==> src/rtl/alu_op_sequencer.sv <==
// ALU control sequencer: decodes ir[31:27] into one-hot ALU strobes, holds them for the
// operation's cycle count, then captures the 64-bit result. Optional macro: ALU_SEQ_PERF_EN.
module alu_op_sequencer #(
  parameter int DATA_W     = 32,
  parameter int MUL_CYCLES = 2,
  parameter int DIV_CYCLES = 4
) (
  input  logic              clock,
  input  logic              clear_n,
  input  logic              start,
  input  logic              inc_req,
  input  logic [DATA_W-1:0] ir,
  input  logic [DATA_W-1:0] alu_hi,
  input  logic [DATA_W-1:0] alu_lo,
  output logic [13:0]       alu_ctl,
  output logic              busy,
  output logic              done,
  output logic              illegal,
  output logic [DATA_W-1:0] z_hi,
  output logic [DATA_W-1:0] z_lo,
  output logic              hi_we,
  output logic              lo_we,
  output logic              z_we
`ifdef ALU_SEQ_PERF_EN
  ,
  output logic [31:0]       op_count
`endif
);

  localparam int CTL_ADD  = 0;
  localparam int CTL_SUB  = 1;
  localparam int CTL_MUL  = 2;
  localparam int CTL_DIV  = 3;
  localparam int CTL_AND  = 4;
  localparam int CTL_OR   = 5;
  localparam int CTL_SHR  = 6;
  localparam int CTL_SHRA = 7;
  localparam int CTL_SHL  = 8;
  localparam int CTL_ROR  = 9;
  localparam int CTL_ROL  = 10;
  localparam int CTL_NEG  = 11;
  localparam int CTL_NOT  = 12;
  localparam int CTL_INC  = 13;

  // Counter is loaded with N-1 so EXEC lasts exactly N cycles.
  localparam logic [3:0] MUL_LOAD = 4'(MUL_CYCLES - 1);
  localparam logic [3:0] DIV_LOAD = 4'(DIV_CYCLES - 1);

  typedef enum logic [1:0] {
    IDLE = 2'd0,
    EXEC = 2'd1,
    DONE = 2'd2
  } state_t;

  state_t              state_reg, state_next;
  logic [13:0]         ctl_reg, ctl_next;
  logic [3:0]          cnt_reg, cnt_next;
  logic                illegal_reg, illegal_next;
  logic [DATA_W-1:0]   z_hi_reg, z_hi_next;
  logic [DATA_W-1:0]   z_lo_reg, z_lo_next;

  logic [4:0]          opcode;
  logic [13:0]         dec_ctl;
  logic [3:0]          dec_load;
  logic                dec_legal;
  logic                exec_active;
  logic                muldiv;
  logic                unused_ir;

  assign opcode    = ir[DATA_W-1 -: 5];
  assign unused_ir = ^ir[DATA_W-6:0];

  always_comb begin
    dec_ctl  = '0;
    dec_load = 4'd0;
    case (opcode)
      5'b00011: dec_ctl[CTL_ADD]  = 1'b1;
      5'b00100: dec_ctl[CTL_SUB]  = 1'b1;
      5'b00101: dec_ctl[CTL_SHR]  = 1'b1;
      5'b00110: dec_ctl[CTL_SHRA] = 1'b1;
      5'b00111: dec_ctl[CTL_SHL]  = 1'b1;
      5'b01000: dec_ctl[CTL_ROR]  = 1'b1;
      5'b01001: dec_ctl[CTL_ROL]  = 1'b1;
      5'b01010: dec_ctl[CTL_AND]  = 1'b1;
      5'b01011: dec_ctl[CTL_OR]   = 1'b1;
      5'b01111: begin
        dec_ctl[CTL_MUL] = 1'b1;
        dec_load         = MUL_LOAD;
      end
      5'b10000: begin
        dec_ctl[CTL_DIV] = 1'b1;
        dec_load         = DIV_LOAD;
      end
      5'b10001: dec_ctl[CTL_NEG]  = 1'b1;
      5'b10010: dec_ctl[CTL_NOT]  = 1'b1;
      default:  dec_ctl = '0;
    endcase
  end

  assign dec_legal = |dec_ctl;

  always_comb begin
    state_next   = state_reg;
    ctl_next     = ctl_reg;
    cnt_next     = cnt_reg;
    illegal_next = illegal_reg;
    z_hi_next    = z_hi_reg;
    z_lo_next    = z_lo_reg;
    case (state_reg)
      IDLE: begin
        if (start) begin
          ctl_next     = dec_ctl;
          cnt_next     = dec_load;
          illegal_next = ~dec_legal;
          state_next   = dec_legal ? EXEC : DONE;
        end else if (inc_req) begin
          ctl_next          = '0;
          ctl_next[CTL_INC] = 1'b1;
          cnt_next          = 4'd0;
          illegal_next      = 1'b0;
          state_next        = EXEC;
        end
      end
      EXEC: begin
        if (cnt_reg == 4'd0) begin
          z_hi_next  = alu_hi;
          z_lo_next  = alu_lo;
          state_next = DONE;
        end else begin
          cnt_next = cnt_reg - 4'd1;
        end
      end
      DONE:    state_next = IDLE;
      default: state_next = IDLE;
    endcase
  end

  always_ff @(posedge clock or negedge clear_n) begin
    if (!clear_n) begin
      state_reg   <= IDLE;
      ctl_reg     <= '0;
      cnt_reg     <= 4'd0;
      illegal_reg <= 1'b0;
      z_hi_reg    <= '0;
      z_lo_reg    <= '0;
    end else begin
      state_reg   <= state_next;
      ctl_reg     <= ctl_next;
      cnt_reg     <= cnt_next;
      illegal_reg <= illegal_next;
      z_hi_reg    <= z_hi_next;
      z_lo_reg    <= z_lo_next;
    end
  end

  // Strobes are gated by state so IDLE/DONE always show zero regardless of ctl_reg.
  assign exec_active = (state_reg == EXEC);
  generate
    for (genvar gi = 0; gi < 14; gi++) begin : g_ctl
      assign alu_ctl[gi] = exec_active & ctl_reg[gi];
    end
  endgenerate

  assign muldiv  = ctl_reg[CTL_MUL] | ctl_reg[CTL_DIV];
  assign busy    = (state_reg != IDLE);
  assign done    = (state_reg == DONE);
  assign illegal = done & illegal_reg;
  assign hi_we   = done & ~illegal_reg & muldiv;
  assign lo_we   = done & ~illegal_reg & muldiv;
  assign z_we    = done & ~illegal_reg & ~muldiv;
  assign z_hi    = z_hi_reg;
  assign z_lo    = z_lo_reg;

`ifdef ALU_SEQ_PERF_EN
  logic [31:0] op_count_reg;

  always_ff @(posedge clock or negedge clear_n) begin
    if (!clear_n) begin
      op_count_reg <= '0;
    end else if (done && !illegal_reg && (op_count_reg != 32'hFFFF_FFFF)) begin
      op_count_reg <= op_count_reg + 32'd1;
    end
  end

  assign op_count = op_count_reg;
`endif

endmodule

==> config.mk <==
export PLATFORM = sky130hd
export DESIGN_NAME = alu_op_sequencer
export DESIGN_NICKNAME = d
export VERILOG_FILES = /design/src/rtl/alu_op_sequencer.sv
export SDC_FILE = /design/constraint.sdc
export NUM_CORES = 1
export LEC_CHECK = 0
export ABC_AREA = 1
export CAP_MARGIN = 40
export CORE_UTILIZATION = 43
export DETAILED_ROUTE_END_ITERATION = 8
export PLACE_DENSITY = 0.86
export SLEW_MARGIN = 20
export SYNTH_ARGS = -nofsm -noshare
export SYNTH_HDL_FRONTEND = slang
export SYNTH_SLANG_ARGS = --single-unit
==> constraint.sdc <==
create_clock -name clock -period 2.4 [get_ports clock]
set_input_delay 0.24 -clock clock [delete_from_list [all_inputs] [get_ports clock]]
set_output_delay 0.24 -clock clock [all_outputs]
set_load 0.02 [all_outputs]
==> results.toml <==
[placed_design]
dp_hpwl_mm = 6.34
placed_cell_area_um2 = 5160
place_congestion = 0.895
dp_slack_ns = 0.670
port-buffer-count = 156
dp.cells = 663

[sta]
period_share_pct = 88.3
worst_pin_slew_ns = 0.668
final.setup_skew_ns = 0.00929
slew_violations = 0
slew_headroom_pct = 55.4
rsz0062_at_grt = "no"
setup_viol = 0
hold_violations = 0
finalCriticalPeriod_ns = 2.12
layout_setup_ws_ns = 0.282
max_freq_ghz = 0.472
setup_tns_ns = 0

[layout]
layout_common_cells = "nand2_1, clkdlybuf4s50_1, dfrtp_1"
area_delta_synth_final_pct = 53.1
drive_above_1_share_pct = 4.67
regArea_um2 = 2130
fillers = 607
finalNonFillerCells = 680
stdcell_area_um2 = 5420
utilization_pct = 69.0
antenna_cells = 0
final_common_cell = "nand2_1"
multi_input_area_um2 = 1180
fin_nets = 674

[route]
remaining_drc_errors = 0
dr.first_iter.drc_count = 112
routed-via-count = 3263
routedWlPerCell_um = 13.0
final_antenna_net_count = 0
dr.pass1.iters = 5
via_per_inst = 4.80
postRouteWirelength_mm = 8.83

[grt]
grt_usage_pct = 21.2
grt-ovfl-total = 0
first_global_vias = 3213
antenna_found_initial = 0
grt_first_pass_wirelength_mm = 14.4
grt_start_max_net_pins = 66

[critical_path]
r2r-end = "z_hi[31]"
timing.rr.start = "cnt_reg[0]"
cp.arrival_ns = 1.88
ff2ff_setup_slack_ns = 0.66
required_ns = 2.16
cp-start-kind = "register"
r2r_cells = 7
startpoint = "state_reg[0]"
path_class = "reg -> out"
crit_path_max_fanout = 5
cp-end-kind = "primary output"

[logic_synthesis]
seq_area_frac_synth_pct = 60.1
synth_nets = 519
yosys_warnings = 0
syn_area_um2 = 3540
synth_top_area_share_pct = 60.1
yosysTopAreaCell = "dfrtp_1"
synth_cell_types = 23
post_synth.cell_area_avg_um2 = 8.46
ys_top_cells_by_area = "dfrtp_1, nand2_1, nor2_1"
synth_cells = 418
ys_ff_latch = 85

[clock_tree]
cts_sinks = 85
htreeDepth = 3
cts_setup_buffers = 0
clock-root-buffer = "clkbuf_8"
cts_tree = "yes"
cts_made_buffers = 9
cts_resized = 0
clk_pin_slew_worst_paths_ns = 0.09
clock_path_buffers = 2
clk_latency_ns = 0.35

[power_and_ir_drop]
p_leak_nw = 2.63
p_per_area_nw_per_um2 = 1280
peakVddDrop_uv = 654

[die]
dieArea_um2 = 8590
initial_core_util_pct = 45.1
die-width_um = 92.7
die_y_um = 92.7
rows = 32
core_area_um2 = 7850
io-pin-count = 184

[outcome]
status = "finished clean"

[run]
drv_cap = 0

[hold_path]
min_path_type = "in -> async"
[per-layer routing]
layer  GRT usage, %  vias up  wire (um)
li1               -     1591          -
met1           25.6     1526       3710
met2           37.3      131       4340
met3           4.11       15        636
met4           8.21        0        145
met5              0        -          0
[where the power goes]
group | leakage (nW) | switching (mW) | internal (mW)
sequential | 1.07 | 0.309 | 2.03
combinational | 1.44 | 1.90 | 1.46
clock | 0.124 | 0.516 | 0.699
[synthesized netlist by cell type]
| library cell | count |
|---|---|
| nand2_1 | 212 |
| dfrtp_1 | 85 |
| nor2_1 | 30 |
| inv_1 | 29 |
| nand3_1 | 13 |
| o22ai_1 | 12 |
| clkbuf_1 | 6 |
| buf_6 | 5 |
| a21oi_1 | 4 |
| o21ai_0 | 4 |
| buf_4 | 3 |
| buf_2 | 2 |
| inv_2 | 2 |
| nor3_1 | 2 |
| a31oi_1 | 1 |
| ha_1 | 1 |
| nand2_2 | 1 |
| nand2_4 | 1 |
| nor2_4 | 1 |
| nor3_2 | 1 |
| o21ai_2 | 1 |
| xnor2_1 | 1 |
| xor2_1 | 1 |
[worst max-delay path, stage by stage (launching register included)]
cell and delay [ns]:
dfrtp_1 0.46, nor2_1 0.17, nand2_1 0.09, a21oi_1 0.17, clkdlybuf4s50_1 0.64
[metrics by stage]
stage	hold slack (ns)	power, mW
after global routing	0.430	7.39
after global placement	0.254	5.60
after detailed placement	0.263	5.76
final	0.412	6.91
after floorplan	-0.0556	4.20
after CTS	0.403	6.98
[cells by family (layout without fill, tap and decap cells)]
kind of cell / Yosys count / after routing / share of synthesized area, %
simple gates: 261 / 261 / 28.9
flops: 85 / 85 / 60.1
buf+inv: 47 / 207 / 6.44
compound gates: 22 / 22 / 3.68
xor+xnor: 2 / 2 / 0.495
fa+ha+maj: 1 / 1 / 0.354
[final cells by class]
class	instances	share of cell area (%)
Clock buffer	9	2.29
Inverter	31	2.15
Multi-Input combinational cell	286	21.8
Tap cell	102	2.36
Timing Repair Buffer	160	29.9
Clock inverter	7	2.24
Sequential cell	85	39.3
[what timing repair did]
item                                    in CTS  in global routing
endpoints found under the hold margin       41                  0
endpoints found under the setup margin       0                  0
hold buffers                                 1                  0
[worst max-delay path by stage]
stage	end	slack, ns
floorplan	lo_we	0.64
global placement	z_hi[23]	0.61
detailed placement	z_hi[18]	0.67
CTS	hi_we	0.27
global route	hi_we	0.23
finish	hi_we	0.28
(Power assumes the default switching activity.)
